<file path="src/rtl/instr_encode_loader.sv">
// Field-level RV32I instruction encoder feeding a small FIFO that writes words into
// instruction memory at sequential addresses. Optional immediate range checking: ENC_IMM_CHECK_EN.
module instr_encode_loader #(
    parameter int ADDR_W     = 12,
    parameter int BASE_ADDR  = 0,
    parameter int FIFO_DEPTH = 4
) (
    input  logic              clk,
    input  logic              rst,
    input  logic              start,
    input  logic              in_valid,
    output logic              in_ready,
    input  logic              in_last,
    input  logic [3:0]        in_cls,
    input  logic [2:0]        in_funct3,
    input  logic              in_f7b5,
    input  logic [4:0]        in_rd,
    input  logic [4:0]        in_rs1,
    input  logic [4:0]        in_rs2,
    input  logic [31:0]       in_imm,
    output logic              imem_we,
    output logic [ADDR_W-1:0] imem_addr,
    output logic [31:0]       imem_wdata,
    input  logic              imem_ack,
    output logic              busy,
    output logic              done,
    output logic              err
);

    localparam int PTR_W = (FIFO_DEPTH > 1) ? $clog2(FIFO_DEPTH) : 1;

    typedef enum logic [1:0] {IDLE, RUN, DRAIN, DONE} state_t;

    state_t state, state_nxt;

    logic [31:0]      enc_word;
    logic             cls_ok;
    logic             imm_ok;
    logic             req_ok;
    logic             accept;
    logic             push;
    logic             pop;
    logic             fifo_empty;
    logic             fifo_full;
    logic [31:0]      mem [FIFO_DEPTH];
    logic [PTR_W-1:0] wr_ptr;
    logic [PTR_W-1:0] rd_ptr;
    logic [PTR_W:0]   count;

    // Instruction encoder
    always_comb begin
        enc_word = '0;
        cls_ok   = 1'b1;
        case (in_cls)
            4'd0: enc_word = {1'b0, in_f7b5, 5'b00000, in_rs2, in_rs1, in_funct3, in_rd, 7'b0110011};
            4'd1: begin
                if (in_funct3 == 3'b001 || in_funct3 == 3'b101)
                    enc_word = {1'b0, in_f7b5, 5'b00000, in_imm[4:0], in_rs1, in_funct3, in_rd, 7'b0010011};
                else
                    enc_word = {in_imm[11:0], in_rs1, in_funct3, in_rd, 7'b0010011};
            end
            4'd2: enc_word = {in_imm[11:0], in_rs1, in_funct3, in_rd, 7'b0000011};
            4'd3: enc_word = {in_imm[11:5], in_rs2, in_rs1, in_funct3, in_imm[4:0], 7'b0100011};
            4'd4: enc_word = {in_imm[12], in_imm[10:5], in_rs2, in_rs1, in_funct3,
                              in_imm[4:1], in_imm[11], 7'b1100011};
            4'd5: enc_word = {in_imm[20], in_imm[10:1], in_imm[11], in_imm[19:12], in_rd, 7'b1101111};
            4'd6: enc_word = {in_imm[11:0], in_rs1, 3'b000, in_rd, 7'b1100111};
            4'd7: enc_word = {in_imm[31:12], in_rd, 7'b0110111};
            4'd8: enc_word = {in_imm[31:12], in_rd, 7'b0010111};
            default: cls_ok = 1'b0;
        endcase
    end

`ifdef ENC_IMM_CHECK_EN
    // Upper bits must all equal the sign bit of the encodable field
    always_comb begin
        imm_ok = 1'b1;
        case (in_cls)
            4'd1, 4'd2, 4'd3, 4'd6:
                imm_ok = (in_imm[31:11] == '0) || (in_imm[31:11] == '1);
            4'd4:
                imm_ok = ((in_imm[31:12] == '0) || (in_imm[31:12] == '1)) && !in_imm[0];
            4'd5:
                imm_ok = ((in_imm[31:20] == '0) || (in_imm[31:20] == '1)) && !in_imm[0];
            4'd7, 4'd8:
                imm_ok = (in_imm[11:0] == '0);
            default: imm_ok = 1'b1;
        endcase
    end
`else
    assign imm_ok = 1'b1;
`endif

    assign req_ok     = cls_ok & imm_ok;
    assign fifo_empty = (count == '0);
    assign fifo_full  = (count == (PTR_W+1)'(FIFO_DEPTH));
    assign in_ready   = (state == RUN) && !fifo_full;
    assign accept     = in_valid && in_ready;
    assign push       = accept && req_ok;
    assign imem_we    = ((state == RUN) || (state == DRAIN)) && !fifo_empty;
    assign pop        = imem_we && imem_ack;
    assign imem_wdata = imem_we ? mem[rd_ptr] : '0;
    assign busy       = (state != IDLE);
    assign done       = (state == DONE);

    always_ff @(posedge clk or posedge rst) begin
        if (rst) state <= IDLE;
        else     state <= state_nxt;
    end

    always_comb begin
        state_nxt = state;
        case (state)
            IDLE:    if (start) state_nxt = RUN;
            RUN:     if (accept && in_last) state_nxt = DRAIN;
            DRAIN:   if (fifo_empty) state_nxt = DONE;
            DONE:    state_nxt = IDLE;
            default: state_nxt = IDLE;
        endcase
    end

    always_ff @(posedge clk) begin
        if (push) mem[wr_ptr] <= enc_word;
    end

    always_ff @(posedge clk or posedge rst) begin
        if (rst) begin
            wr_ptr <= '0;
            rd_ptr <= '0;
            count  <= '0;
        end else begin
            if (push) wr_ptr <= wr_ptr + PTR_W'(1);
            if (pop)  rd_ptr <= rd_ptr + PTR_W'(1);
            case ({push, pop})
                2'b10:   count <= count + (PTR_W+1)'(1);
                2'b01:   count <= count - (PTR_W+1)'(1);
                default: count <= count;
            endcase
        end
    end

    always_ff @(posedge clk or posedge rst) begin
        if (rst)
            imem_addr <= ADDR_W'(BASE_ADDR);
        else if (state == IDLE && start)
            imem_addr <= ADDR_W'(BASE_ADDR);
        else if (pop)
            imem_addr <= imem_addr + ADDR_W'(4);
    end

    always_ff @(posedge clk or posedge rst) begin
        if (rst)
            err <= 1'b0;
        else if (state == IDLE && start)
            err <= 1'b0;
        else if (accept && !req_ok)
            err <= 1'b1;
    end

endmodule

</file>
<file path="config.mk">
export PLATFORM = sky130hd
export DESIGN_NAME = instr_encode_loader
export DESIGN_NICKNAME = d
export VERILOG_FILES = /design/src/rtl/instr_encode_loader.sv
export SDC_FILE = /design/constraint.sdc
export NUM_CORES = 1
export LEC_CHECK = 0
export BUFFER_PORTS_ARGS = -buffer_cell sky130_fd_sc_hd__buf_2
export CAP_MARGIN = 40
export CORE_ASPECT_RATIO = 0.7
export CORE_UTILIZATION = 53
export CTS_BUF_LIST = sky130_fd_sc_hd__clkbuf_8
export DETAILED_ROUTE_END_ITERATION = 6
export PLACE_DENSITY = 0.86
export SLEW_MARGIN = 5
export SYNTH_ARGS = -nofsm -noshare
export SYNTH_HDL_FRONTEND = slang
export SYNTH_SLANG_ARGS = --single-unit
</file>
<file path="constraint.sdc">
create_clock -name clk -period 2.41 [get_ports clk]
set_clock_uncertainty 0.15 [all_clocks]
set_input_delay 0.6025 -clock clk [delete_from_list [all_inputs] [get_ports clk]]
set_output_delay 0.6025 -clock clk [all_outputs]
set_load 0.02 [all_outputs]
</file>
==> results.toml, run 1 <==
[run_status]
outcome = "finished, violations left"
failed_checks = "negative setup slack"

[worst_setup_path]
timing.rr.end = "count[2]"
critical_path_required_ps = 1660
cp-start-kind = "flop"
worst_setup_path_end_kind = "output pin"
max_stage_delay_ps = 500
path_cells = "buf_12 -> clkbuf_16 -> mux4_2 -> and3_4 -> buf_6"
slowest_stage = "mux4_2"
worstReg2RegStart = "count[1]"
reg2reg_depth = 10
startpoint = "rd_ptr[0]"
arrival_ps = 1980
rrSetupSlack_ps = 80
path_class = "reg -> out"
critPathMaxFanout = 7
crit_path_end = "imem_wdata[10]"

[flow_run]
drv_cap = 0

[global_routing]
grt_max_degree = 33
grt_pass1_wl_um = 25700
grt-ovfl-total = 0
grt_pass1_vias = 4537
track_usage = 0.276
antenna_found_initial = 0

[clock_tree]
cts_buffers = 17
clk_latency_ps = 440
cts_tree = "yes"
cts-hold-fix-buffers = 0
clk_pin_slew_worst_paths_ps = 90
cts_max_level = 4
root_buffer = "clkbuf_8"
clockBufferDepth = 2
numClockSinks = 144

[final_layout]
antenna_cells = 0
drive_above_1_share = 0.454
stdcell_count = 777
area_growth_pct = 30.3
nets = 675

[detailed_routing]
drtIter0Drc = 523
viasPerCell = 6.10
post-route-drc-count = 0
wl_um = 17700
vias = 4742
wl_per_cell_um = 22.8
final_antenna_net_count = 0
dr.pass1.iters = 5

[power_and_ir_drop]
pwr_density_cell_nw_per_um2 = 1210
ir_worst_vdd_uv = 927
p_leak_nw = 3.39
finalPower_mw = 10.6

[synth]
synth_seq_cells = 144
syn_avg_cell_area_um2 = 14.8
synth_edf_count = 124
ys_seq_area_frac = 0.628
synth_area_um2 = 6730
synthFlopType = "edfxtp_1"
yosys_warnings = 0
synth_cells = 454
ys_types = 57
synthArstFlopShare = 0.139

[timing]
rsz0062_at_grt = "yes"
fin_ws_ps = -322
hold_viol = 0
drv_slew = 0
min_period_ps = 2730
setup_viol = 33
relSlewSlack = 0.451
worst_pin_slew_ps = 817
max_freq_mhz = 366
period_share = 1.13

[floorplan]
rows = 34
die-area_um2 = 13200
dieWidth_um = 137
boundaryPins = 110
coreArea_um2 = 12400
start_util = 0.542
die_h_um = 96.3

[place]
post-place-cells = 731
gp_congestion = 0.862
dp_hpwl_um = 11100
port_buffers = 107

[hold_path]
hp-class = "in -> async"
==> power breakdown <==
group	switching, mW	internal (mW)	total, mW
clock network	0.918	1.05	1.97
registers	0.139	2.96	3.10
logic	2.64	2.92	5.55
==> critical path, delay by kind of cell, from the launching register on <==
| kind | cells | cell delay (ps) |
|---|---|---|
| muxes | 1 | 500 |
| buffers and inverters | 3 | 450 |
| DFF | 1 | 380 |
| and+or+nand+nor | 1 | 200 |
==> sequential cells by signal, summed over array words and instances (netlist names) <==
signal and flops:
mem 124, wr_ptr 2, state 2, err 1, count 3, rd_ptr 2, imem_addr 10
==> cell usage in the layout (no fill, tap or decap), types with 4 or more instances in the layout <==
master and count:
edfxtp_1 124, buf_2 74, buf_6 36, buf_4 36
and3_4 32, mux4_2 31, nand2_1 22, a21oi_1 22
dfrtp_1 19, clkbuf_8 18, nor2_1 16, nor2b_1 15
inv_1 12, xnor2_1 11, buf_12 11, o22ai_1 10
a22o_1 9, ha_1 9, a22oi_1 7, xor2_1 5
nor3_1 5, nand3_1 4, nand2b_1 4, a21o_1 4
a311o_1 4, o211ai_1 4, and2_2 4
==> synthesized netlist by cell type, types with 5 or more instances <==
library cell / n / area, um^2
a21oi_1: 22 / 110
nor3_1: 5 / 25.0
a22o_1: 9 / 78.8
and3_1: 31 / 194
a22oi_1: 7 / 52.6
inv_1: 13 / 48.8
xor2_1: 5 / 43.8
nand2_1: 24 / 90.1
o22ai_1: 10 / 62.6
mux4_2: 31 / 698
xnor2_1: 11 / 96.3
nor2_1: 16 / 60.1
buf_2: 11 / 55.1
dfrtp_1: 20 / 500
clkbuf_1: 13 / 48.8
nor2b_1: 15 / 93.8
ha_1: 11 / 138
edfxtp_1: 124 / 3720
==> final cells by class <==
class,instances,area [um^2]
flip-flops and latches,144,4230
fillers,784,3650
multi-input cells,263,2490
clock inverters,14,165
well taps,162,203
repair buffers,162,1390
inverters,14,55.1
clock buffers,18,248
==> per-layer routing <==
| metal | global-route usage | share of wire | vias to the layer above |
|---|---|---|---|
| li1 | - | - | 2066 |
| met1 | 0.383 | 0.41 | 2356 |
| met2 | 0.431 | 0.48 | 282 |
| met3 | 0.0679 | 0.090 | 38 |
| met4 | 0.0926 | 0.019 | 0 |
| met5 | 0 | 0 | - |
==> metrics by stage <==
stage / utilization / setup TNS, ps / setup slack, ps / area (um^2) / hold slack, ps
after floorplan: - / -5110 / -51.3 / 6770 / 334
after global routing: 0.706 / -10900 / -382 / 8770 / 198
after detailed placement: 0.623 / -420 / -57.7 / 7730 / 398
final: 0.706 / -9080 / -322 / 8770 / 144
after CTS: 0.665 / -10010 / -337 / 8260 / 148
after global placement: 0.623 / -18.0 / -18.0 / 7730 / 380
==> repair_timing <==
action,4_1_cts,5_1_grt
resized for setup,18,98
setup endpoints to repair,34,34
setup buffers,1,9
gates cloned,2,2
pin swaps,1,29
==> worst min-delay path by stage <==
stage / to / cells after the start
global placement: imem_addr[11] / 2
CTS: imem_addr[10] / 2
global route: imem_addr[8] / 2
detailed placement: imem_addr[11] / 2
floorplan: count[2] / 1
finish: imem_addr[8] / 2
==> kinds of logic after synthesis <==
family	Yosys count	share of synthesized area
other	1	0.000557
multiplexers	36	0.112
buffers and inverters	48	0.0342
XOR/XNOR	16	0.0208
AO/OA/AOI/OAI	73	0.0783
AND/OR/NAND/NOR	124	0.103
adder cells (fa/ha/maj)	12	0.0234
flip-flops	144	0.628
No activity file was read; power rests on OpenSTA's default activity.
==> inputs of run 2 (changes only) <==
- CORE_UTILIZATION: 53 -> 30
- PLACE_DENSITY: 0.86 -> 0.56
==> results.toml, run 2 (same netlist as run 1, synthesis figures left out) <==
[run_status]
outcome = "finished, violations left"
failed_checks = "negative setup slack"

[detailed_routing]
wl_um = 17900
drtIter0Drc = 390
final_antenna_net_count = 0
wl_per_cell_um = 20.0
vias = 4585
viasPerCell = 5.11
dr.pass1.iters = 5
post-route-drc-count = 0

[worst_setup_path]
path_buf_inv = 3
arrival_ps = 1950
critPathMaxFanout = 8
critical_path_required_ps = 1660
path_cells = "buf_6 -> or3_4 -> clkbuf_16 -> and3_4 -> buf_6"
worst_setup_path_end_kind = "output pin"
max_stage_delay_ps = 470
path_common_cell = "buf_6"
reg2reg_depth = 11
slowest_stage = "or3_4"
critical_path.top_delay_family = "simple AND/OR/NAND/NOR gates"
timing.rr.end = "count[2]"
path_class = "reg -> out"
cp-start-kind = "flop"
rrSetupSlack_ps = -10
worstReg2RegStart = "count[0]"

[timing]
relSlewSlack = 0.541
setup_viol = 34
worst_pin_slew_ps = 688
min_period_ps = 2710
period_share = 1.12
hold_viol = 0
rsz0062_at_grt = "yes"
max_freq_mhz = 370
drv_slew = 0
fin_setup_tns_ps = -9000
fin_ws_ps = -296

[place]
dpl_worst_slack_ps = -30.7
port_buffers = 107
gp_congestion = 0.792
place_area_um2 = 7930
dp_hpwl_um = 11800

[global_routing]
track_usage = 0.160
grt_pass1_wl_um = 27100
grt-ovfl-total = 0
grt_max_degree = 33
antenna_found_initial = 0
grt_pass1_vias = 4558

[floorplan]
start_util = 0.308
die_h_um = 127
boundaryPins = 110
die-area_um2 = 23100
dieWidth_um = 181
rows = 45
coreArea_um2 = 21800

[clock_tree]
cts_max_level = 4
cts_tree = "yes"
cts_buffers = 17
clk_pin_slew_worst_paths_ps = 100
root_buffer = "clkbuf_8"
clockBufferDepth = 2
clk_latency_ps = 450
numClockSinks = 144

[hold_path]
min_from = "start"
whs_endpoint = "state[0]"
hold_depth = 3
hp-class = "in -> reg"

[final_layout]
final.fill_count = 2043
final_core_util = 0.408
nets = 676
drive_above_1_share = 0.456
largest-register = "mem"
area_growth_pct = 32.5
register_area_um2 = 4230
layout_commonest_cell = "edfxtp_1"
layout_common_cells = "124 x edfxtp_1, 73 x buf_2, 39 x buf_6"
top_regs = "mem (124), imem_addr (10), count (3)"
multi_input_area_um2 = 2490
largest_reg_flops = 124
design_area_um2 = 8920
antenna_cells = 0

[flow_run]
drv_cap = 0

[power_and_ir_drop]
power.internal_mw = 6.74
power.share.sequential = 0.294
combPwrFrac = 0.522
p_leak_nw = 3.36
p_sw_mw = 3.79
power_frac_clock = 0.184
p_sw_frac = 0.360
ir_worst_vdd_uv = 509
pwr_density_cell_nw_per_um2 = 1180
## run 2: metal layers
metal	vias to the layer above	wire (um)	part of all wire	track usage
li1	2065	-	-	-
met1	2308	8480	0.47	0.233
met2	198	8050	0.45	0.244
met3	14	1260	0.070	0.0353
met4	0	142	0.0079	0.0384
met5	-	0	0	0
## run 2: stage by stage
step	power, mW	hold WS, ps	instances
final	10.5	338	898
after CTS	10.5	317	900
after floorplan	5.69	334	455
after global routing	11.1	330	898
after detailed placement	7.20	388	855
after global placement	7.13	371	855
## run 2: tightest hold or removal path, cell delays in order
cell      delay (ps)
buf_2             80
nand2b_1         120
a32oi_1          100
## run 2: cell type report
class,count,share of cell area
clock buffers,17,0.0262
clock inverters,15,0.0187
inverters,14,0.00617
multi-input cells,263,0.279
flip-flops and latches,144,0.474
well taps,282,0.0396
repair buffers,163,0.157
## run 2: power by group through the flow
stage	clock network [mW]	registers [mW]	logic, mW
detailed placement	0	3.16	4.04
floorplan	0	3.15	2.54
global placement	0	3.15	3.98
CTS	1.98	3.09	5.46
global route	2.09	3.12	5.89
finish	1.93	3.09	5.50
## run 2: worst max path at each step
| stage | from | end | slack [ps] | cells past startpoint |
|---|---|---|---|---|
| 6_report | count[0] | imem_wdata[2] | -300 | 5 |
| 5_1_grt | rd_ptr[0] | imem_wdata[22] | -360 | 5 |
| 4_1_cts | rd_ptr[0] | imem_wdata[2] | -380 | 6 |
| 3_5_place_dp | in_cls[0] | count[2] | -30 | 11 |
| 3_3_place_gp | in_cls[2] | count[2] | -10 | 11 |
| 2_1_floorplan | in_cls[2] | count[2] | -50 | 12 |
## run 2: repair_timing
| action | CTS | global route |
|---|---|---|
| endpoints found under the setup margin | 34 | 35 |
| gates cloned | 4 | 1 |
| gates resized for setup | 96 | 22 |
| hold buffers | 1 | 0 |
| pin swaps | 21 | 4 |
| endpoints found under the hold margin | 11 | 0 |
| buffers inserted | 8 | 0 |
